`config.mk`:
```
export PLATFORM = sky130hd
export DESIGN_NAME = byte_comp_seq_flat
export DESIGN_NICKNAME = d
export VERILOG_FILES = /design/src/rtl/byte_comp_seq_if.sv /design/src/rtl/byte_comp_seq.sv /design/src/flat_wrapper.sv
export SDC_FILE = /design/constraint.sdc
export NUM_CORES = 1
export LEC_CHECK = 0
export BUFFER_PORTS_ARGS = -buffer_cell sky130_fd_sc_hd__buf_2
export CORE_MARGIN = 3
export CORE_UTILIZATION = 40
export DETAILED_ROUTE_END_ITERATION = 12
export PLACE_DENSITY = 0.66
export SLEW_MARGIN = 15
export SYNTH_ARGS = -nofsm -noshare
export SYNTH_HDL_FRONTEND = slang
export SYNTH_SLANG_ARGS = --single-unit
```
`constraint.sdc`:
```
create_clock -name clk -period 2.6 [get_ports clk]
set_input_delay 0.39 -clock clk [delete_from_list [all_inputs] [get_ports clk]]
set_output_delay 0.39 -clock clk [all_outputs]
set_load 0.05 [all_outputs]
```
`src/rtl/byte_comp_seq_if.sv`:
```
// Start/done handshake between the byte-compare sequencer and the shared
// byte comparator.
interface byte_comp_seq_if #(
    parameter int DATA_WIDTH = 8
);
    logic [DATA_WIDTH-1:0] cmp_byte_a;
    logic [DATA_WIDTH-1:0] cmp_byte_b;
    logic                  cmp_start;
    logic                  cmp_done;
    logic [DATA_WIDTH-1:0] cmp_result;

    modport master (
        output cmp_byte_a,
        output cmp_byte_b,
        output cmp_start,
        input  cmp_done,
        input  cmp_result
    );

    modport slave (
        input  cmp_byte_a,
        input  cmp_byte_b,
        input  cmp_start,
        output cmp_done,
        output cmp_result
    );
endinterface

```
`src/rtl/byte_comp_seq.sv`:
```
// Multi-byte magnitude compare, MS byte first, one byte per comparator
// transaction; stops at the first differing byte or on comparator timeout.
module byte_comp_seq #(
    parameter int DATA_WIDTH = 8,
    parameter int NUM_BYTES  = 4,
    parameter int TIMEOUT    = 16
) (
    input  logic                             clk,
    input  logic                             reset,
    input  logic                             req,
    input  logic [DATA_WIDTH*NUM_BYTES-1:0]  op_a,
    input  logic [DATA_WIDTH*NUM_BYTES-1:0]  op_b,
    output logic                             busy,
    output logic                             done,
    output logic                             a_gt_b,
    output logic                             a_lt_b,
    output logic                             a_eq_b,
    output logic                             err,
    byte_comp_seq_if.master                  cmp
);
    localparam int OPW = DATA_WIDTH * NUM_BYTES;
    localparam int IW  = (NUM_BYTES > 1) ? $clog2(NUM_BYTES) : 1;
    localparam int TW  = $clog2(TIMEOUT + 1);

    typedef enum logic [2:0] {
        S_IDLE,
        S_ISSUE,
        S_WAIT,
        S_EVAL,
        S_DONE
    } state_t;

    state_t                state_q, state_d;
    logic [OPW-1:0]        a_q, a_d;
    logic [OPW-1:0]        b_q, b_d;
    logic [IW-1:0]         idx_q, idx_d;
    logic [TW-1:0]         timer_q, timer_d;
    logic [DATA_WIDTH-1:0] res_q, res_d;
    logic [DATA_WIDTH-1:0] byte_a_q, byte_a_d;
    logic [DATA_WIDTH-1:0] byte_b_q, byte_b_d;
    logic                  start_q, start_d;
    logic                  busy_d, done_d;
    logic                  gt_d, lt_d, eq_d, err_d;
    logic [IW-1:0]         idx_m1;
    logic [IW-1:0]         idx_top;
    logic [DATA_WIDTH-1:0] cur_a;
    logic                  k_bit;

    function automatic logic [DATA_WIDTH-1:0] pick(
        input logic [OPW-1:0] v,
        input logic [IW-1:0]  i
    );
        pick = '0;
        for (int n = 0; n < NUM_BYTES; n++) begin
            if (i == IW'(n)) pick = v[n*DATA_WIDTH +: DATA_WIDTH];
        end
    endfunction

    assign idx_m1  = idx_q - 1'b1;
    assign idx_top = IW'(NUM_BYTES - 1);
    assign cur_a   = pick(a_q, idx_q);

    // Sign of the difference comes from A at the highest differing bit.
    always_comb begin
        k_bit = 1'b0;
        for (int j = 0; j < DATA_WIDTH; j++) begin
            if (res_q[j]) k_bit = cur_a[j];
        end
    end

    always_comb begin
        state_d  = state_q;
        a_d      = a_q;
        b_d      = b_q;
        idx_d    = idx_q;
        timer_d  = timer_q;
        res_d    = res_q;
        byte_a_d = byte_a_q;
        byte_b_d = byte_b_q;
        start_d  = 1'b0;
        done_d   = 1'b0;
        gt_d     = a_gt_b;
        lt_d     = a_lt_b;
        eq_d     = a_eq_b;
        err_d    = err;
        unique case (state_q)
            S_IDLE: begin
                if (req) begin
                    a_d      = op_a;
                    b_d      = op_b;
                    idx_d    = idx_top;
                    gt_d     = 1'b0;
                    lt_d     = 1'b0;
                    eq_d     = 1'b0;
                    err_d    = 1'b0;
                    byte_a_d = pick(op_a, idx_top);
                    byte_b_d = pick(op_b, idx_top);
                    start_d  = 1'b1;
                    state_d  = S_ISSUE;
                end
            end
            S_ISSUE: begin
                timer_d = '0;
                state_d = S_WAIT;
            end
            S_WAIT: begin
                if (cmp.cmp_done) begin
                    res_d   = cmp.cmp_result;
                    state_d = S_EVAL;
                end else if (timer_q == TW'(TIMEOUT)) begin
                    err_d   = 1'b1;
                    done_d  = 1'b1;
                    state_d = S_DONE;
                end else begin
                    timer_d = timer_q + 1'b1;
                end
            end
            S_EVAL: begin
                if (res_q != '0) begin
                    gt_d    = k_bit;
                    lt_d    = ~k_bit;
                    done_d  = 1'b1;
                    state_d = S_DONE;
                end else if (idx_q == '0) begin
                    eq_d    = 1'b1;
                    done_d  = 1'b1;
                    state_d = S_DONE;
                end else begin
                    idx_d    = idx_m1;
                    byte_a_d = pick(a_q, idx_m1);
                    byte_b_d = pick(b_q, idx_m1);
                    start_d  = 1'b1;
                    state_d  = S_ISSUE;
                end
            end
            S_DONE: begin
                state_d = S_IDLE;
            end
            default: begin
                state_d = S_IDLE;
            end
        endcase
        busy_d = (state_d != S_IDLE);
    end

    always_ff @(posedge clk) begin
        if (reset) begin
            state_q  <= S_IDLE;
            a_q      <= '0;
            b_q      <= '0;
            idx_q    <= '0;
            timer_q  <= '0;
            res_q    <= '0;
            byte_a_q <= '0;
            byte_b_q <= '0;
            start_q  <= 1'b0;
            busy     <= 1'b0;
            done     <= 1'b0;
            a_gt_b   <= 1'b0;
            a_lt_b   <= 1'b0;
            a_eq_b   <= 1'b0;
            err      <= 1'b0;
        end else begin
            state_q  <= state_d;
            a_q      <= a_d;
            b_q      <= b_d;
            idx_q    <= idx_d;
            timer_q  <= timer_d;
            res_q    <= res_d;
            byte_a_q <= byte_a_d;
            byte_b_q <= byte_b_d;
            start_q  <= start_d;
            busy     <= busy_d;
            done     <= done_d;
            a_gt_b   <= gt_d;
            a_lt_b   <= lt_d;
            a_eq_b   <= eq_d;
            err      <= err_d;
        end
    end

    assign cmp.cmp_byte_a = byte_a_q;
    assign cmp.cmp_byte_b = byte_b_q;
    assign cmp.cmp_start  = start_q;
endmodule

```
`src/flat_wrapper.sv`:
```
// flat-port wrapper written by rule: the top's interface ports become plain ports
module byte_comp_seq_flat 
#(
    parameter int DATA_WIDTH = 8,
    parameter int NUM_BYTES  = 4,
    parameter int TIMEOUT    = 16
)
  (clk, reset, req, op_a, op_b, busy, done, a_gt_b, a_lt_b, a_eq_b, err, cmp_cmp_byte_a, cmp_cmp_byte_b, cmp_cmp_start, cmp_cmp_done, cmp_cmp_result);
  byte_comp_seq_if #(.DATA_WIDTH(DATA_WIDTH)) cmp_i ();
  input  logic clk;
  input  logic reset;
  input  logic req;
  input  logic [DATA_WIDTH*NUM_BYTES-1:0] op_a;
  input  logic [DATA_WIDTH*NUM_BYTES-1:0] op_b;
  output logic busy;
  output logic done;
  output logic a_gt_b;
  output logic a_lt_b;
  output logic a_eq_b;
  output logic err;
  output wire logic [$bits(cmp_i.cmp_byte_a)-1:0] cmp_cmp_byte_a;
  output wire logic [$bits(cmp_i.cmp_byte_b)-1:0] cmp_cmp_byte_b;
  output wire logic [$bits(cmp_i.cmp_start)-1:0] cmp_cmp_start;
  input wire logic [$bits(cmp_i.cmp_done)-1:0] cmp_cmp_done;
  input wire logic [$bits(cmp_i.cmp_result)-1:0] cmp_cmp_result;
  assign cmp_cmp_byte_a = cmp_i.cmp_byte_a;
  assign cmp_cmp_byte_b = cmp_i.cmp_byte_b;
  assign cmp_cmp_start = cmp_i.cmp_start;
  assign cmp_i.cmp_done = cmp_cmp_done;
  assign cmp_i.cmp_result = cmp_cmp_result;
  byte_comp_seq #(.DATA_WIDTH(DATA_WIDTH), .NUM_BYTES(NUM_BYTES), .TIMEOUT(TIMEOUT)) u_core (.clk(clk), .reset(reset), .req(req), .op_a(op_a), .op_b(op_b), .busy(busy), .done(done), .a_gt_b(a_gt_b), .a_lt_b(a_lt_b), .a_eq_b(a_eq_b), .err(err), .cmp(cmp_i));
endmodule
```
; Word-level counts from Yosys, hierarchy flattened
; Cells that the tools add are included.
[totals]
regBits = 105
input_bits = 76
output_inout_bits = 23
word_cells = 112
[classes]
n_addsub = 2
eq_ne = 18
mux = 61
bitwise = 1
n_reduce_logical = 15
[op_table]
columns = operator, count
row1 = $mux W8, 18
row2 = $pmux W8 S2, 2
row3 = $mux W1, 22
row4 = $mux W3, 5
row5 = $pmux W1 S2, 6
row6 = $pmux W3 S4, 1
row7 = $reduce_and A4 Y1, 3
row8 = $mux W5, 2
row9 = $ne A2 B2 Y1 const B, 5
row10 = $pmux W5 S2, 1
row11 = $eq A2 B2 Y1 const B, 4
row12 = $reduce_bool A8 Y1, 1
row13 = $eq A3 B2 Y1 const B, 2
row14 = $mux W2, 3
row15 = $ne A2 B1 Y1 const B, 3
row16 = $reduce_and A3 Y1, 2
row17 = $reduce_bool A2 Y1, 3
row18 = $add A5 B1 Y5 const B, 1
row19 = $eq A5 B5 Y1 const B, 1
row20 = $eq A2 B1 Y1 const B, 2
row21 = $logic_not A2 Y1, 2
row22 = $pmux W2 S2, 1
row23 = $reduce_and A2 Y1, 2
row24 = $eq A3 B1 Y1 const B, 1
row25 = 4 further kinds, 4

; Longest topological paths before layout
[depth]
word_depth = 16
ltp_mapped = 11

; Least setup slack after synthesis
; Ideal clock, no wire load.
[synth_path]
kind = register -> register
from = reg u_core.idx_q[0]
to = reg u_core.a_lt_b
t_arrival_ns = 2.030
required_ns = 2.543
slack_ns = 0.513
stages_incl_launch_ff = 10
path_buffers = 1
path_cell_list = dfxtp_1 > inv_1 > ha_1 > buf_2 > nand2_1 > o21ai_0 > mux4_2 > o211a_1 > a311oi_1 > o21ba_2
[synth_between]
elab_chain_cells = 16
word_cells_on_any_way = 19
classes_between = eq/ne (3) / mux (14) / bitwise (1) / reduce/logical (1)
[synth_lines]
columns = item, line_no
row1 = start: declaration, byte_comp_seq.sv:36  ; logic [IW-1:0] idx_q, idx_d;
row2 = start signal: assignment, byte_comp_seq.sv:167  ; idx_q <= idx_d;
row3 = $logic_not A2 Y1, byte_comp_seq.sv:55  ; if (i == IW'(n)) pick = v[n*DATA_WIDTH +: DATA_WIDTH];
row4 = $mux W8 (3 in series), byte_comp_seq.sv:55
row5 = $mux W8 (*), byte_comp_seq.sv:55
row6 = $mux W1 (7 in series), byte_comp_seq.sv:67  ; if (res_q[j]) k_bit = cur_a[j];
row7 = $mux W1 (*), byte_comp_seq.sv:67
row8 = $not A1 Y1 (*), byte_comp_seq.sv:121  ; lt_d = ~k_bit;
row9 = $mux W1 (*), byte_comp_seq.sv:119  ; if (res_q != '0) begin
row10 = $pmux W1 S2 (*), byte_comp_seq.sv:86  ; unique case (state_q)
row11 = end signal: assignment, byte_comp_seq.sv:176  ; a_lt_b <= lt_d;
row12 = end: declaration, byte_comp_seq.sv:16  ; output logic a_lt_b,
; Mark *: on every way between the ends. The rest lies on a longest branch, timed or not. The select of a mux whose other input is x is not followed.
; A chain may end at the register's enable or synchronous reset.

; Worst setup path in the final report
[layout_path]
from = reg u_core.idx_q[1]
to = reg u_core.a_lt_b
; The elaborated chain is that of the path after synthesis.

==> results.tsv <==
stage	metric	value	unit
detailed_routing	average wire length per cell after detail routing	15.6	um
timing	share of the clock period used by the worst path after layout	0.909	
global_route	total global routing track utilization	0.203	
synthesis	flip-flop and latch count after synthesis	105	
worst_setup_path	cell breakdown of the critical path	inv_1 > ha_1 > o21ai_0 > mux4_2 > o211a_1 > a311oi_1 > o21ba_2	
power_and_ir_drop	Worst IR Drop VDD	0.353	mV
cts	CTS Hold Bufs	0	
global_route	number of antenna violations at the first check in global routing	0	
worst_setup_path	critical-path cell with the highest stage delay	mux4_2	
detailed_routing	vias	4590	
cts	post-CTS resize count	0	
hold_path	class of the worst hold path	in -> reg	
final_layout	count of inserted antenna diode cells	0	
place	final weighted congestion in routability-driven placement	0.866	
synthesis	area of the mapped netlist	0.00492	mm2
power_and_ir_drop	leakage power total	0.00233	uW
floorplanning	width of the die	117	um
floorplanning	starting density of the core	0.420	
timing	relative slew slack	0.592	
synthesis	number of distinct library cells after synthesis	50	
place	placed cell area	0.00548	mm2
synthesis	Syn. warnings	0	
worst_setup_path	flop-to-flop setup slack	0.24	ns
final_layout	area growth from synthesis to layout	18.0	%
worst_setup_path	kind of cell adding the most delay to the critical path	compound AO/OA/AOI/OAI gates	
synthesis	Async SR Flop Fraction	0	
floorplanning	IO Count	99	
worst_setup_path	number of cells on the worst reg-to-reg path	7	
timing	Max Clock Freq	423	MHz
cts	CTS Root Cell	clkbuf_16	
detailed_routing	DRC violation count after routing	0	
synthesis	prevailing post-synth register cell	dfxtp_1	
job	reported max-cap violation count	0	
global_route	final global-route overflow total	0	
timing	unrepaired setup endpoints after global routing	no	
global_route	pin count of the biggest net entering global routing	45	
worst_setup_path	crit path launch type	flop	
timing	Fin. Hold Viols	0	
timing	clk_skew	0.00680	ns
final_layout	area used by multi-input combinational logic	0.00252	mm2
floorplanning	chip height	117	um
synthesis	largest area contributor in the netlist	dfxtp_1	
cts	number of buffers inserted during clock tree synthesis	9	
detailed_routing	Detailed Route WL	13.6	mm
timing	final worst setup slack	0.237	ns
worst_setup_path	CP Depth	7	
final_layout	number of filler instances in the final layout	1185	
synthesis	leading post-synthesis cells by cell area	dfxtp_1 (43%), nand2_1 (15%), a21oi_1 (11%)	
detailed_routing	post-detailed-route via-to-cell ratio	5.28	
worst_setup_path	Critical Path Max Stage Delay	0.48	ns
cts	source-to-sink clock delay at the later pin of the worst-skew pair	0.35	ns
global_route	wire length of the first global-routing pass	21.6	mm
cts	CTS max path bufs	2	
synthesis	number of synthesized flops with an enable pin	0	
hold_path	cell depth of the worst min-delay path	3	
worst_setup_path	Arr. time, crit path	2.66	ns
place	total half-perimeter wirelength after legalization and detailed placement	9.83	mm
cts	clock sink total	105	
detailed_routing	number of nets still failing antenna checks after routing	0	
synthesis	Cells after Synth	650	
worst_setup_path	type of the setup path with the least slack	reg -> reg	
detailed_routing	first-iteration detailed-routing DRC count	311	
worst_setup_path	critical path data required time	2.90	ns
place	Port Buffers	98	
final_layout	fraction of final layout cells with drive strength greater than 1	0.196	
cts	Clock H-tree levels	3	
floorplanning	Core Region	0.0117	mm2
final_layout	Non-Filler Cell Area, Final	0.00581	mm2
synthesis	Avg Synthesized Cell Area	7.57	um2
worst_setup_path	capturing element type of the critical path	flop	
synthesis	list of most frequent post-synthesis cells	nand2_1 (191), a21oi_1 (106), dfxtp_1 (105), clkbuf_1 (35), nor2_1 (26)	
synthesis	synthesized netlist net count	734	
timing	Finish-stage setup viols	0	
worst_setup_path	crit path buf inv count	1	
floorplanning	count of standard-cell rows	39	
final_layout	total number of nets in the final design	805	
power_and_ir_drop	total power divided by cell area	705	mW/mm2
status	outcome	complete, no violations	
timing	slew at the pin with the worst max-slew slack	0.612	ns
cts	total setup buffers inserted after CTS	0	
timing	Sum Neg Setup Slack	0	ns
global_route	via count of the first global-routing pass	4278	
worst_setup_path	largest fanout on the critical path	16	
detailed_routing	length of the first detailed-routing pass in iterations	4	
timing	max-slew violation count	0	
place	pre-CTS setup slack	0.259	ns
cts	CTS tree	yes	
synthesis	Seq/Total Area, Yosys	0.427	
synthesis	area share of the largest cell type after synthesis	0.427	
timing	final critical delay including setup and external delays	2.36	ns
cts	Clk pin slew, worst setup/hold paths	0.07	ns
final_layout	Register Area	0.00210	mm2
floorplanning	Die ar.	0.0137	mm2
synthesis	most frequent cell after synthesis	nand2_1	
flip-flops by register name (all words and copies together), names as in the netlist, 2 cells and up:
| register | flops |
|---|---|
| u_core.b_q | 32 |
| u_core.cmp.cmp_byte_a | 8 |
| u_core.timer_q | 5 |
| u_core.idx_q | 2 |
| u_core.cmp.cmp_byte_b | 8 |
| u_core.state_q | 3 |
| u_core.res_q | 8 |
| u_core.a_q | 32 |
worst paths after layout:
path / startpoint / end
setup / recovery: u_core.idx_q[1] / u_core.a_lt_b
hold / removal: op_b[17] / u_core.b_q[17]
setup reg to reg: u_core.idx_q[1] / u_core.a_lt_b
hold reg to reg: u_core.a_eq_b / u_core.a_eq_b
where the power goes:
group          total (uW)  internal [uW]  switching, uW
Combinational         779            264            515
Sequential           1830           1730           94.1
Clock                1490            897            591
Total                4090           2890           1200
worst min-delay path, cell delays in order:
cell     delay, ns
buf_2         0.09
nand2_1       0.04
a21oi_1       0.05
layer usage:
layer	wire, um	vias up	track usage
met5	0	-	0
met4	118	0	0.0466
met3	772	14	0.0540
met2	6140	124	0.312
met1	6550	2104	0.287
li1	-	2348	-
through the flow:
| stage | total power, uW | cells | utilization | hold WS, ns |
|---|---|---|---|---|
| finish | 4090 | 869 | 0.496 | 0.273 |
| global route | 4290 | 869 | 0.496 | 0.262 |
| CTS | 4130 | 869 | 0.496 | 0.260 |
| detailed placement | 2640 | 853 | 0.468 | 0.447 |
| global placement | 2630 | 853 | 0.468 | 0.442 |
| floorplan | 2410 | 650 | - | 0.432 |
cell type report:
type	instances	share of cell area
Inverter	17	0.0110
Multi-Input combinational cell	476	0.434
Tap cell	143	0.0308
Timing Repair Buffer	112	0.105
Clock buffer	12	0.0441
Sequential cell	105	0.362
Clock inverter	4	0.0129
placed cells by master, fill, tap and decap left out, types with 2 or more instances in the layout:
master / Yosys / final
a221oi_1: 9 / 9
nor2b_1: 9 / 9
nor2_1: 26 / 25
nor3_2: 4 / 4
nor4_1: 2 / 2
nand2b_1: 3 / 3
a21oi_1: 106 / 106
o311a_1: 7 / 7
clkbuf_8: 0 / 2
nand3b_1: 11 / 11
and3_1: 2 / 2
clkbuf_16: 0 / 9
clkinvlp_4: 0 / 2
nand4b_1: 3 / 3
ha_1: 8 / 8
o21ai_0: 25 / 25
nand2_1: 191 / 191
xor2_1: 3 / 3
nor3_1: 12 / 12
a31oi_1: 3 / 3
dfxtp_1: 105 / 105
or2_2: 2 / 2
nand4_1: 4 / 4
buf_4: 0 / 14
inv_1: 17 / 17
and3b_1: 10 / 10
bufinv_16: 0 / 2
buf_2: 12 / 97
a211oi_1: 13 / 13
kinds of logic (layout without fill, tap and decap cells):
group | Yosys count | after routing | share of synthesized area
compound gates | 174 | 174 | 0.209
xor+xnor | 3 | 3 | 0.00534
fa+ha+maj | 8 | 8 | 0.0203
buf+inv | 69 | 145 | 0.0618
flops | 105 | 105 | 0.427
mux | 2 | 2 | 0.00661
simple gates | 289 | 289 | 0.270
Power figures use the tool's default switching activity.
